[src/rtl/prog_tt_pkg.sv]
// rtl/prog_tt_pkg.sv - shared types, sizes and default table for prog_truth_table
package prog_tt_pkg;

    typedef enum logic [1:0] {
        ST_IDLE   = 2'd0,
        ST_LOAD   = 2'd1,
        ST_COMMIT = 2'd2
    } tt_state_e;

    // Sizes for the default build (N_IN = 3, N_CH = 1); parameterised
    // instances size themselves with tt_depth / tt_tbl_w.
    localparam int N_IN_DEF = 3;
    localparam int N_CH_DEF = 1;
    localparam int DEPTH    = 2 ** N_IN_DEF;
    localparam int TBL_W    = N_CH_DEF * DEPTH;

    // Per-channel byte replicated into the reset table (minterms 0, 2, 6).
    localparam logic [7:0] TT_DEFAULT_BYTE = 8'h45;

    // Widest table the default-table builder can produce (N_CH * 64 bits max).
    localparam int TBL_MAX_W = 1024;

    function automatic int tt_depth(input int n_in);
        return 2 ** n_in;
    endfunction

    function automatic int tt_tbl_w(input int n_in, input int n_ch);
        return n_ch * (2 ** n_in);
    endfunction

    // {n_ch{8'h45}} zero-extended to TBL_MAX_W; callers cast down to their
    // own table width, which truncates or leaves the upper bits zero.
    function automatic logic [TBL_MAX_W-1:0] default_table(input int n_ch);
        logic [TBL_MAX_W-1:0] t;
        t = '0;
        for (int i = 0; i < n_ch; i++) begin
            if ((i + 1) * 8 <= TBL_MAX_W) begin
                t[i*8 +: 8] = TT_DEFAULT_BYTE;
            end
        end
        return t;
    endfunction

endpackage

[src/rtl/tt_shift_loader.sv]
// rtl/tt_shift_loader.sv - serial shadow-table loader with commit strobe
module tt_shift_loader
    import prog_tt_pkg::*;
#(
    parameter int               TABLE_W = TBL_W,
    parameter logic [TABLE_W-1:0] INIT  = TABLE_W'(default_table(N_CH_DEF))
) (
    input  logic               clk,        // rising-edge clock
    input  logic               rst,        // synchronous, active-high
    input  logic               cfg_start,  // begin or restart a load
    input  logic               cfg_valid,  // cfg_bit present this cycle
    input  logic               cfg_bit,    // serial table bit, index 0 first
    output logic [TABLE_W-1:0] shadow,     // table being assembled
    output logic               cfg_busy,   // load in progress
    output logic               cfg_done    // one-cycle commit strobe
);

    localparam int IDX_W = (TABLE_W > 1) ? $clog2(TABLE_W) : 1;
    localparam int CNT_W = IDX_W + 1;
    localparam logic [CNT_W-1:0] LAST_IDX = CNT_W'(TABLE_W - 1);

    tt_state_e        state;
    logic [CNT_W-1:0] count;

    always_ff @(posedge clk) begin
        if (rst) begin
            state    <= ST_IDLE;
            count    <= '0;
            shadow   <= INIT;
            cfg_busy <= 1'b0;
            cfg_done <= 1'b0;
        end else begin
            cfg_done <= 1'b0;
            case (state)
                ST_IDLE: begin
                    if (cfg_start) begin
                        state    <= ST_LOAD;
                        count    <= '0;
                        cfg_busy <= 1'b1;
                    end
                end
                ST_LOAD: begin
                    // A restart only rewinds the counter: a commit needs every
                    // index rewritten, so stale shadow bits can never leak out.
                    if (cfg_start) begin
                        count <= '0;
                    end else if (cfg_valid) begin
                        shadow[count[IDX_W-1:0]] <= cfg_bit;
                        if (count == LAST_IDX) begin
                            state    <= ST_COMMIT;
                            cfg_busy <= 1'b0;
                            cfg_done <= 1'b1;
                        end else begin
                            count <= count + CNT_W'(1);
                        end
                    end
                end
                ST_COMMIT: begin
                    // cfg_done is high throughout this state; the top copies
                    // shadow into the active table on the edge that leaves it.
                    if (cfg_start) begin
                        state    <= ST_LOAD;
                        count    <= '0;
                        cfg_busy <= 1'b1;
                    end else begin
                        state <= ST_IDLE;
                    end
                end
                default: begin
                    state    <= ST_IDLE;
                    count    <= '0;
                    cfg_busy <= 1'b0;
                end
            endcase
        end
    end

endmodule

[src/rtl/prog_truth_table.sv]
// rtl/prog_truth_table.sv - runtime-programmable registered truth-table evaluator
module prog_truth_table
    import prog_tt_pkg::*;
#(
    parameter int N_IN = 3,
    parameter int N_CH = 1,
    parameter logic [N_CH*(2**N_IN)-1:0] INIT = (N_CH*(2**N_IN))'(default_table(N_CH))
) (
    input  logic            clk,        // rising-edge clock
    input  logic            rst,        // synchronous, active-high
    input  logic            in_valid,   // evaluation request
    input  logic [N_IN-1:0] in_vec,     // minterm index, MSB is input A
    output logic            out_valid,  // result valid one cycle after in_valid
    output logic [N_CH-1:0] f,          // per-channel results
    input  logic            cfg_start,  // begin or restart a table load
    input  logic            cfg_valid,  // cfg_bit present this cycle
    input  logic            cfg_bit,    // serial table bit
    output logic            cfg_busy,   // load in progress
    output logic            cfg_done    // new table committed
);

    localparam int ROW_W   = tt_depth(N_IN);
    localparam int TABLE_W = tt_tbl_w(N_IN, N_CH);

    logic [TABLE_W-1:0] active;
    logic [TABLE_W-1:0] shadow;
    logic [ROW_W-1:0]   row_sel;
    logic [N_CH-1:0]    f_next;

    tt_shift_loader #(
        .TABLE_W (TABLE_W),
        .INIT    (INIT)
    ) u_loader (
        .clk       (clk),
        .rst       (rst),
        .cfg_start (cfg_start),
        .cfg_valid (cfg_valid),
        .cfg_bit   (cfg_bit),
        .shadow    (shadow),
        .cfg_busy  (cfg_busy),
        .cfg_done  (cfg_done)
    );

    // Indexing each row with in_vec directly keeps an unknown in_vec
    // propagating as X to the result in simulation.
    always_comb begin
        f_next  = '0;
        row_sel = '0;
        for (int k = 0; k < N_CH; k++) begin
            row_sel   = active[k*ROW_W +: ROW_W];
            f_next[k] = row_sel[in_vec];
        end
    end

    // The commit and an evaluation on the same edge both read the pre-edge
    // active table, so that request sees the old function.
    always_ff @(posedge clk) begin
        if (rst) begin
            active    <= INIT;
            out_valid <= 1'b0;
            f         <= '0;
        end else begin
            if (cfg_done) begin
                active <= shadow;
            end
            out_valid <= in_valid;
            if (in_valid) begin
                f <= f_next;
            end
        end
    end

endmodule

[config.mk]
export PLATFORM = sky130hd
export DESIGN_NAME = prog_truth_table
export DESIGN_NICKNAME = d
export VERILOG_FILES = /design/src/rtl/prog_tt_pkg.sv /design/src/rtl/tt_shift_loader.sv /design/src/rtl/prog_truth_table.sv
export SDC_FILE = /design/constraint.sdc
export NUM_CORES = 1
export LEC_CHECK = 0
export ABC_AREA = 1
export CAP_MARGIN = 15
export CORE_UTILIZATION = 35
export CTS_CLUSTER_DIAMETER = 50
export CTS_CLUSTER_SIZE = 12
export DETAILED_ROUTE_END_ITERATION = 7
export GPL_ROUTABILITY_DRIVEN = 0
export PLACE_DENSITY = 0.62
export SLEW_MARGIN = 20
export SYNTH_ARGS = -nofsm -noshare
export SYNTH_HDL_FRONTEND = slang
export SYNTH_SLANG_ARGS = --single-unit
[constraint.sdc]
create_clock -name clk -period 1.55 [get_ports clk]
set_input_delay 0.31 -clock clk [delete_from_list [all_inputs] [get_ports clk]]
set_output_delay 0.31 -clock clk [all_outputs]
set_load 0.05 [all_outputs]
Yosys cells after proc, flatten, opt, wreduce, memory -nomap -nowiden
Cells that the tools add are included.
- bits in registers: 26
- bits of input ports: 9
- word-level logic and storage cells: 55
- $add $sub $neg: 1
- magnitude comparators: 3
- eq/ne operators: 10
- mux-type cells: 22
- bitwise operators: 3
- reductions and logical operators: 8
- operators with widths (cell ; count):
    $mux W4 ; 4
    $bwmux W8 ; 1
    $lt A3 B4 Y1 const B ; 2
    $mux W1 ; 8
    $mux W2 ; 4
    $pmux W4 S2 ; 1
    $reduce_and A4 Y1 ; 2
    $ne A2 B2 Y1 const B ; 3
    $ne A3 B3 Y1 const B ; 2
    $pmux W2 S3 ; 1
    $reduce_and A3 Y1 ; 2
    $add A4 B1 Y4 const B ; 1
    $eq A4 B3 Y1 const B ; 1
    $ne A2 B1 Y1 const B ; 2
    $reduce_or A4 Y1 ; 1
    $bmux W1 S3 ; 1
    $demux W1 S3 ; 1
    $ge A3 B1 Y1 const B ; 1
    $not A1 Y1 ; 3
    $eq A2 B1 Y1 const B ; 1
    $eq A2 B2 Y1 const B ; 1
    $logic_not A2 Y1 ; 1
    $pmux W1 S2 ; 1
    $reduce_or A2 Y1 ; 1
    $logic_and A1 B1 Y1 ; 1

Logic depth before layout (Yosys ltp)
Gate-level depths: netlist of the first run.
- depth in word-level cells: 5
- depth in mapped cells: 8
- gate-level depth less buffers: 8

Hierarchy
A second synthesis of the first run with hierarchy kept.
- cell total of the unflattened synthesis: 180
- area total of the unflattened synthesis: 1187.4 um2
- by module, submodules not included (module ; times used ; cells each ; area an instance (um2)):
    tt_shift_loader ; 1 ; 122 ; 773.2
    prog_truth_table ; 1 ; 58 ; 414.1

Worst setup path after synthesis of the first run
OpenSTA, ideal clock, no wires.
- path type: register to register
- start: reg u_loader.cfg_done
- end: reg active[1]
- arrival: 1285 ps
- setup slack: 141 ps
- stages on the path, launching flop included: 4
- period minus slack after synthesis: 1409 ps
- path through: dfxtp_1 clkinv_1 o21ai_0 a21oi_1
- RTL lines (element ; RTL line ; source):
    from (decl) ; tt_shift_loader.sv:15 ; output logic cfg_done
    from (signal assigned) ; tt_shift_loader.sv:31 ; cfg_done <= 1'b0;
    from (signal assigned) ; tt_shift_loader.sv:33 ; cfg_done <= 1'b0;
    from (signal assigned) ; tt_shift_loader.sv:52 ; cfg_done <= 1'b1;
    to (signal assigned) ; prog_truth_table.sv:64 ; active <= shadow;
    to (decl) ; prog_truth_table.sv:25 ; logic [TABLE_W-1:0] active;

Worst setup path in the final report of the first run
- start: reg u_loader.count[1]
- end: reg u_loader.count[1]
- longest elaborated chain between the ends: 5
- elaborated cells between the ends (all ways): 8
- classes of those cells: 1 x add/sub; 2 x eq/ne; 4 x mux; 1 x reduce/logical
- RTL lines (element ; RTL line ; source):
    from (decl) ; tt_shift_loader.sv:23 ; logic [CNT_W-1:0] count;
    from (signal assigned) ; tt_shift_loader.sv:54 ; count <= count + CNT_W'(1);
    $add A4 B1 Y4 ; tt_shift_loader.sv:54 ;
    $mux W4 ; tt_shift_loader.sv:49 ; if (count == LAST_IDX) begin
    $mux W4 ; tt_shift_loader.sv:47 ; end else if (cfg_valid) begin
    $mux W4 ; tt_shift_loader.sv:45 ; if (cfg_start) begin
    $pmux W4 S2 ; tt_shift_loader.sv:34 ; case (state)
Several ways; a longest one is shown, not always the timed one. The select of a mux whose other input is x is not followed.
A chain may end at the register's enable or synchronous reset.

==> key figures, run 1 <==
Clock network
  • TritonCTS clock tree: built
  • CTS sink cnt: 26
  • Clock root cell: clkbuf_4
  • TritonCTS Buffers: 3
  • Clk slew on worst S/H paths: 0.14 ns
  • Clk Latency, worst-skew pair: 0.33 ns
  • Max clock buf depth: 2
  • CTS H-Tree Depth: 1
  • Post-CTS Setup Inserts: 0

Worst setup path
  • Arr. time, crit path: 1.68 ns
  • Critical Path RT: 1.82 ns
  • Critical path's slowest cell: dfxtp_2
  • CP most frequent cell: nand2_1
  • Crit. End Element: flop
  • Crit. Startpoint: u_loader.count[1]$_SDFFE_PP0P_
  • Reg2Reg Launch Point: u_loader.count[1]$_SDFFE_PP0P_
  • CP cell instances: ha_1 > nand3_1 > nand2_1 > nand2_2 > nand2_1 > nand2_1 > a21oi_1
  • Critical path type: reg2reg
  • RR Endpoint: u_loader.count[1]$_SDFFE_PP0P_
  • Buf/Inv on CP: 0
  • Worst setup path end: u_loader.count[1]$_SDFFE_PP0P_
  • Startpoint Class: flop
  • Slowest stage delay, CP: 0.41 ns
  • Reg2Reg Depth: 7
  • Critical path's top delay family: simple AND/OR/NAND/NOR gates
  • Cell count along the critical path: 7
  • Critical Path Fanout Max: 7
  • Worst reg-to-reg setup slack: 0.14 ns

Yosys
  • Mean Syn Cell Area: 7.05 um2
  • Synth cell types: 20
  • Synth Register Bits: 26
  • Gate Count Post-Synth: 170
  • Warnings, synthesis: 0
  • Cell Area, Synth: 1200 um2
  • Post-synthesis sequential area ratio: 43.4%
  • Synth Net Count: 180

Placement
  • DPL Wire Length: 2050 um
  • Pre-CTS WS: 0.0000958 ns
  • I/O Buffers: 12

Global routing
  • Initial antenna violation count: 0
  • Largest net degree at the start of global routing: 16
  • Overall routing resource usage: 16.6%
  • Total grt overflow: 0
  • Number of global-route vias before repair: 1059
  • First-pass GRT wire length: 4490 um

Cells and area
  • Area growth syn-to-layout: 23.7%
  • Fin nets: 201
  • # diodes: 0
  • Commonest non-fill, non-tap cell in the layout: nand2_1
  • Share of cells above drive strength 1: 13.7%
  • Most frequent cells in the layout: nand2_1 (39), dfxtp_1 (25), nand3_1 (21)

Status
  • Run status: finished, final reports clean

Floorplan
  • I/O pin cnt: 13
  • Die area: 3660 um2
  • Starting Density: 38.0%
  • FP Rows: 20
  • Core Box Area: 3150 um2
  • Die height: 60.5 um
  • Die Wd: 60.5 um

STA
  • Crit share post-route: 91.2%
  • Slew Viols, Final: 0
  • Unrepaired setup endpoints after global routing: false
  • Worst slew pin tran: 0.295 ns
  • Setup TNS Final: 0 ns
  • Final worst path period need: 1.41 ns
  • Fmax achieved: 0.707 GHz
  • Max-Slew Margin vs Limit: 80.3%
  • Setup slack after layout: 0.136 ns
  • Final setup viols: 0
  • Hold slack: 0.466 ns
  • Fin. Hold Viols: 0
  • Clk_skew: 0.00403 ns

Detailed routing
  • Final ANT Viol Nets: 0
  • First DRT Iteration DRCs: 65
  • Via count: 1130
  • DRC violations left: 0
  • WL final: 2650 um
  • Routed vias/inst: 4.83
  • Drt wl/cell: 11.3 um
  • Total iterations of the first detailed-routing run: 4

Power
  • Max VDD drop: 0.000624 V
  • Leak: 0.639 nW
  • Pwr dens: 897 nW/um2

Hold path
  • Min-delay worst type: reg2reg
  • Hold Path Depth: 2

Job
  • Max-cap violations: 0
## per-layer routing
metal  track usage [%]  up-vias  wire length (um)
met4              3.90        0                30
met5                 0        -                 0
li1                  -      586                 -
met1              18.8      511              1150
met2              31.2       29              1360
met3              3.84        4               106
## state kept, by name, summed over array words and instances, names as in the netlist
register and flops:
active 8, u_loader.shadow 8, u_loader.state 2, u_loader.cfg_done 1
u_loader.count 4, out_valid 1, u_loader.cfg_busy 1, f 1
## logic make-up (layout without fill, tap and decap cells)
kind of cell             Yosys count  in the layout  share of synthesized area [%]
buffers and inverters             27             47                           8.77
flip-flops                        26             26                           43.4
adder cells (fa/ha/maj)            1              1                           1.04
AO/OA/AOI/OAI                     29             29                           12.2
AND/OR/NAND/NOR                   87             87                           34.6
## worst reg2reg max path, cell delays in order, from the launching register on
cell	delay, ns
dfxtp_2	0.41
ha_1	0.21
nand3_1	0.17
nand2_1	0.13
nand2_2	0.11
nand2_1	0.13
nand2_1	0.09
a21oi_1	0.12
## layout make-up
class / instances / area [um2]
multi-input cells: 117 / 573
fillers: 338 / 1670
repair buffers: 19 / 188
flip-flops and latches: 26 / 522
well taps: 44 / 55.1
clock buffers: 3 / 22.5
inverters: 24 / 92.6
clock inverters: 1 / 30.0
## per-stage QoR
stage | util (%) | total power [mW] | std cells | area, um2
2_1_floorplan | - | 0.802 | 170 | 1200
3_3_place_gp | 45.3 | 0.869 | 230 | 1430
3_5_place_dp | 45.3 | 0.874 | 230 | 1430
4_1_cts | 47.0 | 1.35 | 234 | 1480
5_1_grt | 47.0 | 1.39 | 234 | 1480
6_report | 47.0 | 1.33 | 234 | 1480
## how the worst min path moves through the flow
stage / startpoint / end / slack [ns]
6_report: active[4]$_SDFFE_PP0P_ / active[4]$_SDFFE_PP0P_ / 0.47
5_1_grt: u_loader.shadow[7]$_SDFFE_PP0P_ / u_loader.shadow[7]$_SDFFE_PP0P_ / 0.49
4_1_cts: active[4]$_SDFFE_PP0P_ / active[4]$_SDFFE_PP0P_ / 0.47
3_5_place_dp: active[4]$_SDFFE_PP0P_ / active[4]$_SDFFE_PP0P_ / 0.45
3_3_place_gp: active[1]$_SDFFE_PP0P_ / active[1]$_SDFFE_PP0P_ / 0.45
2_1_floorplan: in_valid / f$_SDFFE_PP0P_ / 0.40
## Yosys cell counts
cell	n	area, um2
inv_4	1	6.26
buf_2	1	5.00
nand3b_1	1	7.51
inv_2	2	7.51
nand2_4	1	11.3
nand2_2	2	12.5
inv_1	20	75.1
nor2_1	14	52.6
nor3_1	5	25.0
a31oi_1	1	6.26
clkinv_1	1	3.75
ha_1	1	12.5
dfxtp_1	26	521
nand3_1	21	105
clkbuf_1	2	7.51
nand2_1	39	146
o21ai_0	13	65.1
nor2_8	1	20.0
nor2_4	3	33.8
a21oi_1	15	75.1
## report_power, final
group	total, mW	internal [mW]	switching, mW
clock network	0.470	0.262	0.208
registers	0.688	0.679	0.00856
logic	0.172	0.0710	0.101
total	1.33	1.01	0.317
## what timing repair did
action,CTS,global route
gates resized for setup,0,1
endpoints found under the setup margin,0,2
hold buffers,0,0
hold endpoints to repair,0,0
Power figures use the tool's default switching activity.
==> run 2: changes to the inputs <==
--- a/config.mk
+++ b/config.mk
@@ -6,7 +6,7 @@
 export NUM_CORES = 1
 export LEC_CHECK = 0
 export ABC_AREA = 1
-export CAP_MARGIN = 15
+export CAP_MARGIN = 20
 export CORE_UTILIZATION = 35
 export CTS_CLUSTER_DIAMETER = 50
 export CTS_CLUSTER_SIZE = 12
==> results of run 2 <==
Final layout, timing and power as in run 1 (identical DEF).
